--- src/rtl/input_status_framer_pkg.sv ---
// +--------------------------------------------------------------------------+
// | input_status_framer_pkg : shared FSM encoding and frame header constants |
// | Revision : 1.0                                                           |
// +--------------------------------------------------------------------------+
`default_nettype none

package input_status_framer_pkg;

  typedef enum logic [1:0] {
    ST_IDLE = 2'd0,
    ST_HDR  = 2'd1,
    ST_DAT  = 2'd2
  } state_t;

  localparam logic [7:0] HDR_MAGIC = 8'hA5;
  localparam int         SEQ_W     = 8;

  function automatic logic [15:0] hdr_word(input logic [SEQ_W-1:0] seq);
    return {HDR_MAGIC, seq};
  endfunction

endpackage

`default_nettype wire

--- src/rtl/input_debounce.sv ---
// +--------------------------------------------------------------------------+
// | input_debounce : one-channel synchroniser, debouncer and edge pulses     |
// | Revision : 1.0                                                           |
// +--------------------------------------------------------------------------+
`default_nettype none

module input_debounce #(
  parameter int   SYNC_STAGES     = 2,
  parameter int   DEBOUNCE_CYCLES = 50000,
  parameter logic RESET_VAL       = 1'b0
) (
  input  logic clk,
  input  logic rst_n,
  input  logic i_raw,
  output logic o_stable,
  output logic o_rise,
  output logic o_fall
);

  localparam int             CW        = $clog2(DEBOUNCE_CYCLES + 1);
  localparam logic [CW-1:0]  c_cnt_max = CW'(DEBOUNCE_CYCLES - 1);

  logic [SYNC_STAGES-1:0] r_sync;
  logic [CW-1:0]          r_cnt;
  logic                   r_stable;
  logic                   r_rise;
  logic                   r_fall;
  logic                   w_sync;

  assign w_sync = r_sync[SYNC_STAGES-1];

  // New level is accepted in the cycle the counter reaches its limit; the
  // edge pulse is registered alongside so both appear together.
  always_ff @(posedge clk or negedge rst_n) begin
    if (!rst_n) begin
      r_sync   <= {SYNC_STAGES{RESET_VAL}};
      r_cnt    <= '0;
      r_stable <= RESET_VAL;
      r_rise   <= 1'b0;
      r_fall   <= 1'b0;
    end else begin
      r_sync <= {r_sync[SYNC_STAGES-2:0], i_raw};
      r_rise <= 1'b0;
      r_fall <= 1'b0;
      if (w_sync != r_stable) begin
        if (r_cnt == c_cnt_max) begin
          r_stable <= w_sync;
          r_cnt    <= '0;
          r_rise   <= w_sync;
          r_fall   <= ~w_sync;
        end else begin
          r_cnt <= r_cnt + 1'b1;
        end
      end else begin
        r_cnt <= '0;
      end
    end
  end

  assign o_stable = r_stable;
  assign o_rise   = r_rise;
  assign o_fall   = r_fall;

endmodule

`default_nettype wire

--- src/rtl/input_status_framer.sv ---
// +--------------------------------------------------------------------------+
// | input_status_framer : debounced input status word and LocalLink framer   |
// | Revision : 1.0                                                           |
// +--------------------------------------------------------------------------+
`default_nettype none

module input_status_framer
  import input_status_framer_pkg::*;
#(
  parameter int              N_CH             = 8,
  parameter int              DATA_W           = 16,
  parameter int              SYNC_STAGES      = 2,
  parameter int              DEBOUNCE_CYCLES  = 50000,
  parameter int              HEARTBEAT_CYCLES = 0,
  parameter logic [N_CH-1:0] RESET_STATE      = '0
) (
  input  logic              clk,
  input  logic              rst_n,
  input  logic [N_CH-1:0]   i_in_raw,
  input  logic              i_channel_up,
  output logic [N_CH-1:0]   o_state,
  output logic [N_CH-1:0]   o_rise,
  output logic [N_CH-1:0]   o_fall,
  output logic [DATA_W-1:0] o_tx_d,
  output logic              o_tx_rem,
  output logic              o_tx_src_rdy_n,
  output logic              o_tx_sof_n,
  output logic              o_tx_eof_n,
  input  logic              i_tx_dst_rdy_n,
  output logic [SEQ_W-1:0]  o_seq
);

  logic [N_CH-1:0]   w_state;
  logic [N_CH-1:0]   w_rise;
  logic [N_CH-1:0]   w_fall;
  logic              w_event;
  logic              w_hb_due;
  logic              w_trigger;
  logic              w_accept;
  logic              w_frame_start;

  state_t            r_state;
  logic [N_CH-1:0]   r_snap;
  logic              r_pending;
  logic [SEQ_W-1:0]  r_seq;
  logic [DATA_W-1:0] r_tx_d;
  logic              r_tx_rem;
  logic              r_tx_src_rdy_n;
  logic              r_tx_sof_n;
  logic              r_tx_eof_n;

  for (genvar i = 0; i < N_CH; i++) begin : g_ch
    input_debounce #(
      .SYNC_STAGES     (SYNC_STAGES),
      .DEBOUNCE_CYCLES (DEBOUNCE_CYCLES),
      .RESET_VAL       (RESET_STATE[i])
    ) u_debounce (
      .clk      (clk),
      .rst_n    (rst_n),
      .i_raw    (i_in_raw[i]),
      .o_stable (w_state[i]),
      .o_rise   (w_rise[i]),
      .o_fall   (w_fall[i])
    );
  end

  assign w_event       = |(w_rise | w_fall);
  assign w_trigger     = w_event | r_pending | w_hb_due;
  assign w_accept      = ~r_tx_src_rdy_n & ~i_tx_dst_rdy_n;
  assign w_frame_start = (r_state == ST_IDLE) & w_trigger & i_channel_up;

  if (HEARTBEAT_CYCLES != 0) begin : g_hb
    localparam int            HW       = (HEARTBEAT_CYCLES > 1) ? $clog2(HEARTBEAT_CYCLES) : 1;
    localparam logic [HW-1:0] c_hb_max = HW'(HEARTBEAT_CYCLES - 1);

    logic [HW-1:0] r_hb_cnt;
    logic          r_hb_due;

    // Any frame start satisfies the heartbeat, so the interval restarts there.
    always_ff @(posedge clk or negedge rst_n) begin
      if (!rst_n) begin
        r_hb_cnt <= '0;
        r_hb_due <= 1'b0;
      end else if (w_frame_start) begin
        r_hb_cnt <= '0;
        r_hb_due <= 1'b0;
      end else if (r_hb_cnt == c_hb_max) begin
        r_hb_cnt <= '0;
        r_hb_due <= 1'b1;
      end else begin
        r_hb_cnt <= r_hb_cnt + 1'b1;
      end
    end

    assign w_hb_due = r_hb_due;
  end else begin : g_no_hb
    assign w_hb_due = 1'b0;
  end

  always_ff @(posedge clk or negedge rst_n) begin
    if (!rst_n) begin
      r_state        <= ST_IDLE;
      r_snap         <= '0;
      r_pending      <= 1'b0;
      r_seq          <= '0;
      r_tx_d         <= '0;
      r_tx_rem       <= 1'b0;
      r_tx_src_rdy_n <= 1'b1;
      r_tx_sof_n     <= 1'b1;
      r_tx_eof_n     <= 1'b1;
    end else begin
      case (r_state)
        ST_IDLE: begin
          if (w_frame_start) begin
            r_state        <= ST_HDR;
            r_snap         <= w_state;
            r_pending      <= 1'b0;
            r_tx_d         <= hdr_word(r_seq);
            r_tx_rem       <= 1'b1;
            r_tx_src_rdy_n <= 1'b0;
            r_tx_sof_n     <= 1'b0;
            r_tx_eof_n     <= 1'b1;
          end else if (w_trigger) begin
            r_pending <= 1'b1;
          end
        end
        ST_HDR, ST_DAT: begin
          if (!i_channel_up) begin
            // Lost link: drop the frame and resend it with the same sequence.
            r_state        <= ST_IDLE;
            r_pending      <= 1'b1;
            r_tx_d         <= '0;
            r_tx_rem       <= 1'b0;
            r_tx_src_rdy_n <= 1'b1;
            r_tx_sof_n     <= 1'b1;
            r_tx_eof_n     <= 1'b1;
          end else begin
            if (w_event) begin
              r_pending <= 1'b1;
            end
            if (w_accept) begin
              if (r_state == ST_HDR) begin
                r_state    <= ST_DAT;
                r_tx_d     <= DATA_W'(r_snap);
                r_tx_sof_n <= 1'b1;
                r_tx_eof_n <= 1'b0;
              end else begin
                r_state        <= ST_IDLE;
                r_seq          <= r_seq + 1'b1;
                r_tx_d         <= '0;
                r_tx_rem       <= 1'b0;
                r_tx_src_rdy_n <= 1'b1;
                r_tx_sof_n     <= 1'b1;
                r_tx_eof_n     <= 1'b1;
              end
            end
          end
        end
        default: r_state <= ST_IDLE;
      endcase
    end
  end

  assign o_state        = w_state;
  assign o_rise         = w_rise;
  assign o_fall         = w_fall;
  assign o_tx_d         = r_tx_d;
  assign o_tx_rem       = r_tx_rem;
  assign o_tx_src_rdy_n = r_tx_src_rdy_n;
  assign o_tx_sof_n     = r_tx_sof_n;
  assign o_tx_eof_n     = r_tx_eof_n;
  assign o_seq          = r_seq;

endmodule

`default_nettype wire

--- config.mk ---
export PLATFORM = sky130hd
export DESIGN_NAME = input_status_framer
export DESIGN_NICKNAME = d
export VERILOG_FILES = /design/src/rtl/input_status_framer_pkg.sv /design/src/rtl/input_debounce.sv /design/src/rtl/input_status_framer.sv
export SDC_FILE = /design/constraint.sdc
export NUM_CORES = 1
export LEC_CHECK = 0
export ABC_AREA = 1
export CAP_MARGIN = 20
export CORE_ASPECT_RATIO = 1.25
export CORE_MARGIN = 2
export CORE_UTILIZATION = 42
export CTS_CLUSTER_SIZE = 24
export DETAILED_ROUTE_END_ITERATION = 10
export PLACE_DENSITY_LB_ADDON = 0.2
export SLEW_MARGIN = 20
export SYNTH_ARGS = -nofsm -noshare
export SYNTH_HDL_FRONTEND = slang
export SYNTH_HIERARCHICAL = 1
export SYNTH_SLANG_ARGS = --single-unit
export TNS_END_PERCENT = 1
--- constraint.sdc ---
create_clock -name clk -period 3.6 [get_ports clk]
set_input_delay 1.08 -clock clk [delete_from_list [all_inputs] [get_ports clk]]
set_output_delay 1.08 -clock clk [all_outputs]
set_load 0.01 [all_outputs]
==> flow_summary.yaml, run 1 <==
critical_path:
  critical_path.reg2reg.endpoint: "o_tx_rem"
  crit_fanout: 5
  cp.required_ps: 2520
  timing.critical_path.to_type: "primary output"
  cells_traversed_along_the_worst_timing_path: "clkdlybuf4s50_1"
  crit_buf_inv: 1
  cp-start-kind: "register"
  top_delay_family_on_crit_path: "buffers and inverters"
  worstPathArrival_ps: 1570
  reg2reg_setup_slack_ps: 1590
  critPathKind: "reg2out"
  cpMaxStageDelayCell: "clkdlybuf4s50_1"
  worst_setup_path_endpoint: "o_state[7]"
  cp_num_cells: 1
  timing.reg2reg.worst_path_depth: 8
  crit-reg2reg-launch: "r_state[0]"
  critical_path.max_stage_delay_ps: 630
  worst_setup_path_startpoint: "g_ch[7].u_debounce/o_stable"
finish:
  finish.cell_count_without_fillers: 1676
  finalCoreUtilization_pct: 48.9
  area_delta_synth_final_pct: 14.7
  final_layout_size_suffix_gt1_share_pct: 11.4
  inserted_diodes: 0
  fin_nets: 1358
sta:
  fin_crit_ps: 2650
  timing.final.ws_setup_ps: 951
  hold_violations: 0
  maxSlewViolCount: 0
  hold_ws_ps: 353
  rsz0062_at_grt: "no"
  fin_crit_sh_pct: 73.6
  worst_margin_pin_slew_ps: 613
  clock_skew_ps: 10.3
  worst_slew_margin_rel_pct: 59.2
  final_report_setup_violation_count: 0
  fin_tns_setup_ps: 0
  max_clock_freq_mhz: 377
clocking:
  hold_buffers: 0
  clkLatencyLatePin_ps: 440
  cts_tree: "yes"
  postCtsResizedCells: 0
  cts_root_buf: "clkbuf_16"
  clock_tree.htree_level_count: 4
  clkSlewWorstSetupHoldPaths_ps: 70
  numCtsBuffers: 17
  cts_post_setup_buffers_inserted: 0
  cts_num_sinks: 200
  clk_path_buf_depth: 2
route:
  avgRoutedWirePerCell_um: 13.3
  met3_wirelength_um: 685
  drtPass1Iterations: 5
  drt-vias-per-instance: 4.78
  routed-wl-met2_um: 10800
  drcViolationCount: 0
  vias: 8018
  routedLengthMet1_um: 10400
  drt_iter0_markers: 416
  detail_route.wirelength_um: 22300
  detail-route-antenna-nets: 0
  dr.max_layer_used: "met4"
power_and_ir_drop:
  power_density_mw_per_mm2: 462
  power_leakage_nw: 5.82
  irDropWorstVdd_mv: 0.322
synth:
  synth.largest_area_cell: "dfrtp_1"
  yosys-top-cells-count: "nor2_1 (268), nand2_1 (240), dfrtp_1 (197), inv_1 (140), nand3_1 (105)"
  synth_largest_type_area_fraction_pct: 47.2
  area_of_the_mapped_netlist_sq_mm: 0.0105
  synthesis.area_per_instance_sq_um: 8.26
  yosysWarningCount: 6
  yosys-top-cells-area: "dfrtp_1 (47%), nor2_1 (9.6%), nand2_1 (8.6%)"
  ys_async_sr_fraction_pct: 100
  synthMostInstantiatedCell: "nor2_1"
  synth_ff_type: "dfrtp_1"
  syn-instance-count: 1266
  synth_edf_count: 0
  synth_sequential_area_ratio_pct: 47.9
  count_of_distinct_cell_types_in_the_synthesized_netlist: 33
  ys_ff_latch: 200
floorplan:
  start_util_pct: 42.7
  ios: 64
  placeable_core_area_sq_mm: 0.0245
  die_width_um: 145
  die_height_um: 180
  die-area_sq_mm: 0.0262
  core.rowCount: 64
global_routing:
  grt_pass1_vias: 7976
  grt_pass1_wl_um: 39300
  antenna_found_initial: 0
  grt_use_total_pct: 18.3
  global_route_congestion_overflow_total: 0
  grt_start_max_net_pins: 71
placement:
  place.gp.congestion: 0.818
  io_buffer_count: 59
  dp.cells: 1644
  placement.setup.worst_slack_ps: 933
  place.detailed.hpwl_um: 16600
hold_path:
  hold_class: "reg2reg"
  timing.hold.worst_path_depth: 0
run_status:
  outcome: "finished, final reports clean"
job:
  cap_violations: 0
layer usage:
metal  vias up  GRT usage (%)
met3        28           3.34
li1       4137              -
met2       121           31.0
met4         0           5.92
met5         -              0
met1      3732           23.7
cells by family (layout without fill, tap and decap cells):
group	after synthesis	in the layout	synth area share (%)
muxes	1	1	0.108
other	1	4	0.0359
DFF	200	200	47.9
AOI/OAI and AO/OA	69	69	4.07
adders and majority gates	13	13	1.56
buffers and inverters	177	254	6.99
xor gates and xnor gates	55	55	4.61
and+or+nand+nor	750	750	34.7
through the flow:
stage	cell area, sq um	power (W)
floorplan	10500	0.00325
global placement	11400	0.00360
detailed placement	11400	0.00362
CTS	12000	0.00563
global route	12000	0.00587
finish	12000	0.00554
final cells by class:
class                      count  area (sq um)
clock buffer                  21           450
clock inverter                11           159
fill                        2364         12500
inverter                     158           593
multi-input combinational    892          4720
sequential                   200          5010
tap                          330           413
timing repair buffer          64           644
how the worst min path moves through the flow:
stage | start | to | slack, ps
detailed placement | g_ch[7].u_debounce/r_sync[0] | g_ch[7].u_debounce/r_sync[1] | 330
global placement | g_ch[0].u_debounce/r_sync[0] | g_ch[0].u_debounce/r_sync[1] | 330
floorplan | g_ch[0].u_debounce/r_sync[0] | g_ch[0].u_debounce/r_sync[1] | 330
finish | g_ch[7].u_debounce/r_sync[0] | g_ch[7].u_debounce/r_sync[1] | 350
global route | g_ch[5].u_debounce/r_sync[0] | g_ch[5].u_debounce/r_sync[1] | 360
CTS | g_ch[5].u_debounce/r_sync[0] | g_ch[5].u_debounce/r_sync[1] | 350
sequential cells by signal, indices dropped and copies added, names as in the netlist:
name	count
g_ch.u_debounce/r_cnt	128
g_ch.u_debounce/r_sync	16
o_tx_d	9
g_ch.u_debounce/o_fall	8
g_ch.u_debounce/o_rise	8
g_ch.u_debounce/o_stable	8
o_seq	8
r_snap	8
r_state	2
o_tx_eof_n	1
o_tx_rem	1
o_tx_sof_n	1
o_tx_src_rdy_n	1
r_pending	1
cells in the final DEF, fill, tap and decap left out, drive strengths merged, types with 17 or more instances in the layout:
cell,instances
inv,162
a21oi,17
xor2,39
clkbuf,22
nor3,25
nor2,294
dfrtp,197
nand2,266
clkdlybuf4s50,58
nand3,122
nand4,34
where the power goes:
group          leakage (nW)  switching, W  internal [W]
clock                 0.293      0.000854       0.00113
sequential             2.69      0.000128       0.00240
combinational          2.84      0.000621      0.000418
total                  5.82       0.00160       0.00394
Note: power is estimated with default switching activity, not from simulation.
==> run 2: changes to the inputs <==
==> constraint.sdc (replaced) <==
create_clock -name clk -period 2.5 [get_ports clk]
set_input_delay 0.75 -clock clk [delete_from_list [all_inputs] [get_ports clk]]
set_output_delay 0.75 -clock clk [all_outputs]
set_load 0.01 [all_outputs]
==> flow_summary.yaml, run 2 (synthesis results as in run 1) <==
critical_path:
  cells_traversed_along_the_worst_timing_path: "clkdlybuf4s50_1"
  top_delay_family_on_crit_path: "buffers and inverters"
  cp-start-kind: "register"
  critPathKind: "reg2out"
  crit_buf_inv: 1
  timing.critical_path.to_type: "primary output"
  cp.required_ps: 1750
  critical_path.max_stage_delay_ps: 610
  crit_fanout: 5
  cpMaxStageDelayCell: "clkdlybuf4s50_1"
  worstPathArrival_ps: 1560
route:
  routed-wl-met2_um: 10700
  met3_wirelength_um: 610
  vias: 8057
  routedLengthMet1_um: 10400
  dr.max_layer_used: "met4"
  drt_iter0_markers: 427
  drtPass1Iterations: 5
  detail-route-antenna-nets: 0
  drt-vias-per-instance: 4.81
  detail_route.wirelength_um: 22100
  avgRoutedWirePerCell_um: 13.2
  drcViolationCount: 0
floorplan:
  placeable_core_area_sq_mm: 0.0245
  core.rowCount: 64
  ios: 64
  start_util_pct: 42.7
  die-area_sq_mm: 0.0262
  die_height_um: 180
  die_width_um: 145
clocking:
  cts_root_buf: "clkbuf_16"
  clkSlewWorstSetupHoldPaths_ps: 80
  numCtsBuffers: 17
  postCtsResizedCells: 0
  hold_buffers: 0
  clock_tree.htree_level_count: 4
  cts_num_sinks: 200
  clk_path_buf_depth: 2
  cts_post_setup_buffers_inserted: 0
  cts_tree: "yes"
  clkLatencyLatePin_ps: 440
power_and_ir_drop:
  irDropWorstVdd_mv: 0.426
  power_density_mw_per_mm2: 663
  power_leakage_nw: 5.83
  fin_total_pwr_w: 0.00796
placement:
  dp.cells: 1643
  place.gp.congestion: 0.828
  io_buffer_count: 59
  place.detailed.hpwl_um: 16500
finish:
  area_delta_synth_final_pct: 14.9
  regArea_sq_mm: 0.00501
  inserted_diodes: 0
  fin_nets: 1357
  finish.cell_count_without_fillers: 1675
  fillerInstances: 2370
  multi_input_area_sq_mm: 0.00472
  largest_register_ff_count: 128
  registers.top_by_ff_count: "g_ch.u_debounce/r_cnt"
  most_common_library_cell_in_the_layout_ignoring_fill_and_taps: "nor2_1"
  layout.cells.most_common_list: "nor2_1 (268), nand2_1 (240), dfrtp_1 (197), inv_1 (140), nand3_1 (105)"
  final_layout_size_suffix_gt1_share_pct: 11.5
global_routing:
  antenna_found_initial: 0
  grt_pass1_wl_um: 38400
  global_route_congestion_overflow_total: 0
  grt_start_max_net_pins: 63
  grt_use_total_pct: 17.9
  grt_pass1_vias: 7898
sta:
  fin_tns_setup_ps: 0
  worst_slew_margin_rel_pct: 62.8
  hold_violations: 0
  final_report_setup_violation_count: 0
  max_clock_freq_mhz: 433
  fin_crit_sh_pct: 92.5
  clock_skew_ps: 8.28
  fin_crit_ps: 2310
  maxSlewViolCount: 0
  hold_ws_ps: 255
  rsz0062_at_grt: "no"
  worst_margin_pin_slew_ps: 557
job:
  cap_violations: 0
hold_path:
  hold_class: "in2async"
run_status:
  outcome: "finished, final reports clean"
-- run 2: layout make-up --
cell class	count	area share (%)
Sequential cell	200	41.7
Multi-Input combinational cell	892	39.3
Timing Repair Buffer	63	5.51
Inverter	158	4.94
Clock buffer	17	3.54
Tap cell	330	3.44
Clock inverter	15	1.52
-- run 2: power by group --
group | total, W | internal [W] | switching, W
combinational | 0.00149 | 0.000604 | 0.000881
clock | 0.00283 | 0.00152 | 0.00131
sequential | 0.00364 | 0.00345 | 0.000185
total | 0.00796 | 0.00558 | 0.00238
-- run 2: path summary, 6_finish.rpt --
check / endpoint / start / cells past startpoint / slack, ps
max: o_state[7] / g_ch[7].u_debounce/o_stable / 1 / 190
min: r_state[1] / rst_n / 1 / 250
max reg2reg: o_tx_d[5] / r_state[0] / 8 / 500
min reg2reg: g_ch[3].u_debounce/r_sync[1] / g_ch[3].u_debounce/r_sync[0] / 0 / 350
max in group asynchronous: g_ch[3].u_debounce/r_cnt[12] / rst_n / 2 / 1550
min in group clk: g_ch[3].u_debounce/r_sync[1] / g_ch[3].u_debounce/r_sync[0] / 0 / 350
-- run 2: through the flow --
| step | util [%] | setup WS, ps | cell area [sq um] |
|---|---|---|---|
| after global placement | 46.5 | 213 | 11400 |
| final | 49.0 | 188 | 12000 |
| after global routing | 49.0 | 88.2 | 12000 |
| after CTS | 49.0 | 134 | 12000 |
| after floorplan | - | 882 | 10500 |
| after detailed placement | 46.5 | 173 | 11400 |
-- run 2: routing by layer --
layer / vias to the layer above / track usage [%]
met2: 113 / 30.0
met5: - / 0
met1: 3793 / 23.6
met4: 0 / 6.20
li1: 4123 / -
met3: 28 / 3.11
==> run 3: changes to the inputs <==
--- a/config.mk
+++ b/config.mk
@@ -6,12 +6,14 @@
 export NUM_CORES = 1
 export LEC_CHECK = 0
 export ABC_AREA = 1
+export ABC_CLOCK_PERIOD_IN_PS = 2500
 export CAP_MARGIN = 20
 export CORE_ASPECT_RATIO = 1.25
 export CORE_MARGIN = 2
 export CORE_UTILIZATION = 42
 export CTS_CLUSTER_SIZE = 24
 export DETAILED_ROUTE_END_ITERATION = 10
+export HOLD_SLACK_MARGIN = 0.06
 export PLACE_DENSITY_LB_ADDON = 0.2
 export SLEW_MARGIN = 20
 export SYNTH_ARGS = -nofsm -noshare
==> results of run 3 <==
No change in the layout: final DEF, timing and power equal those of run 2.
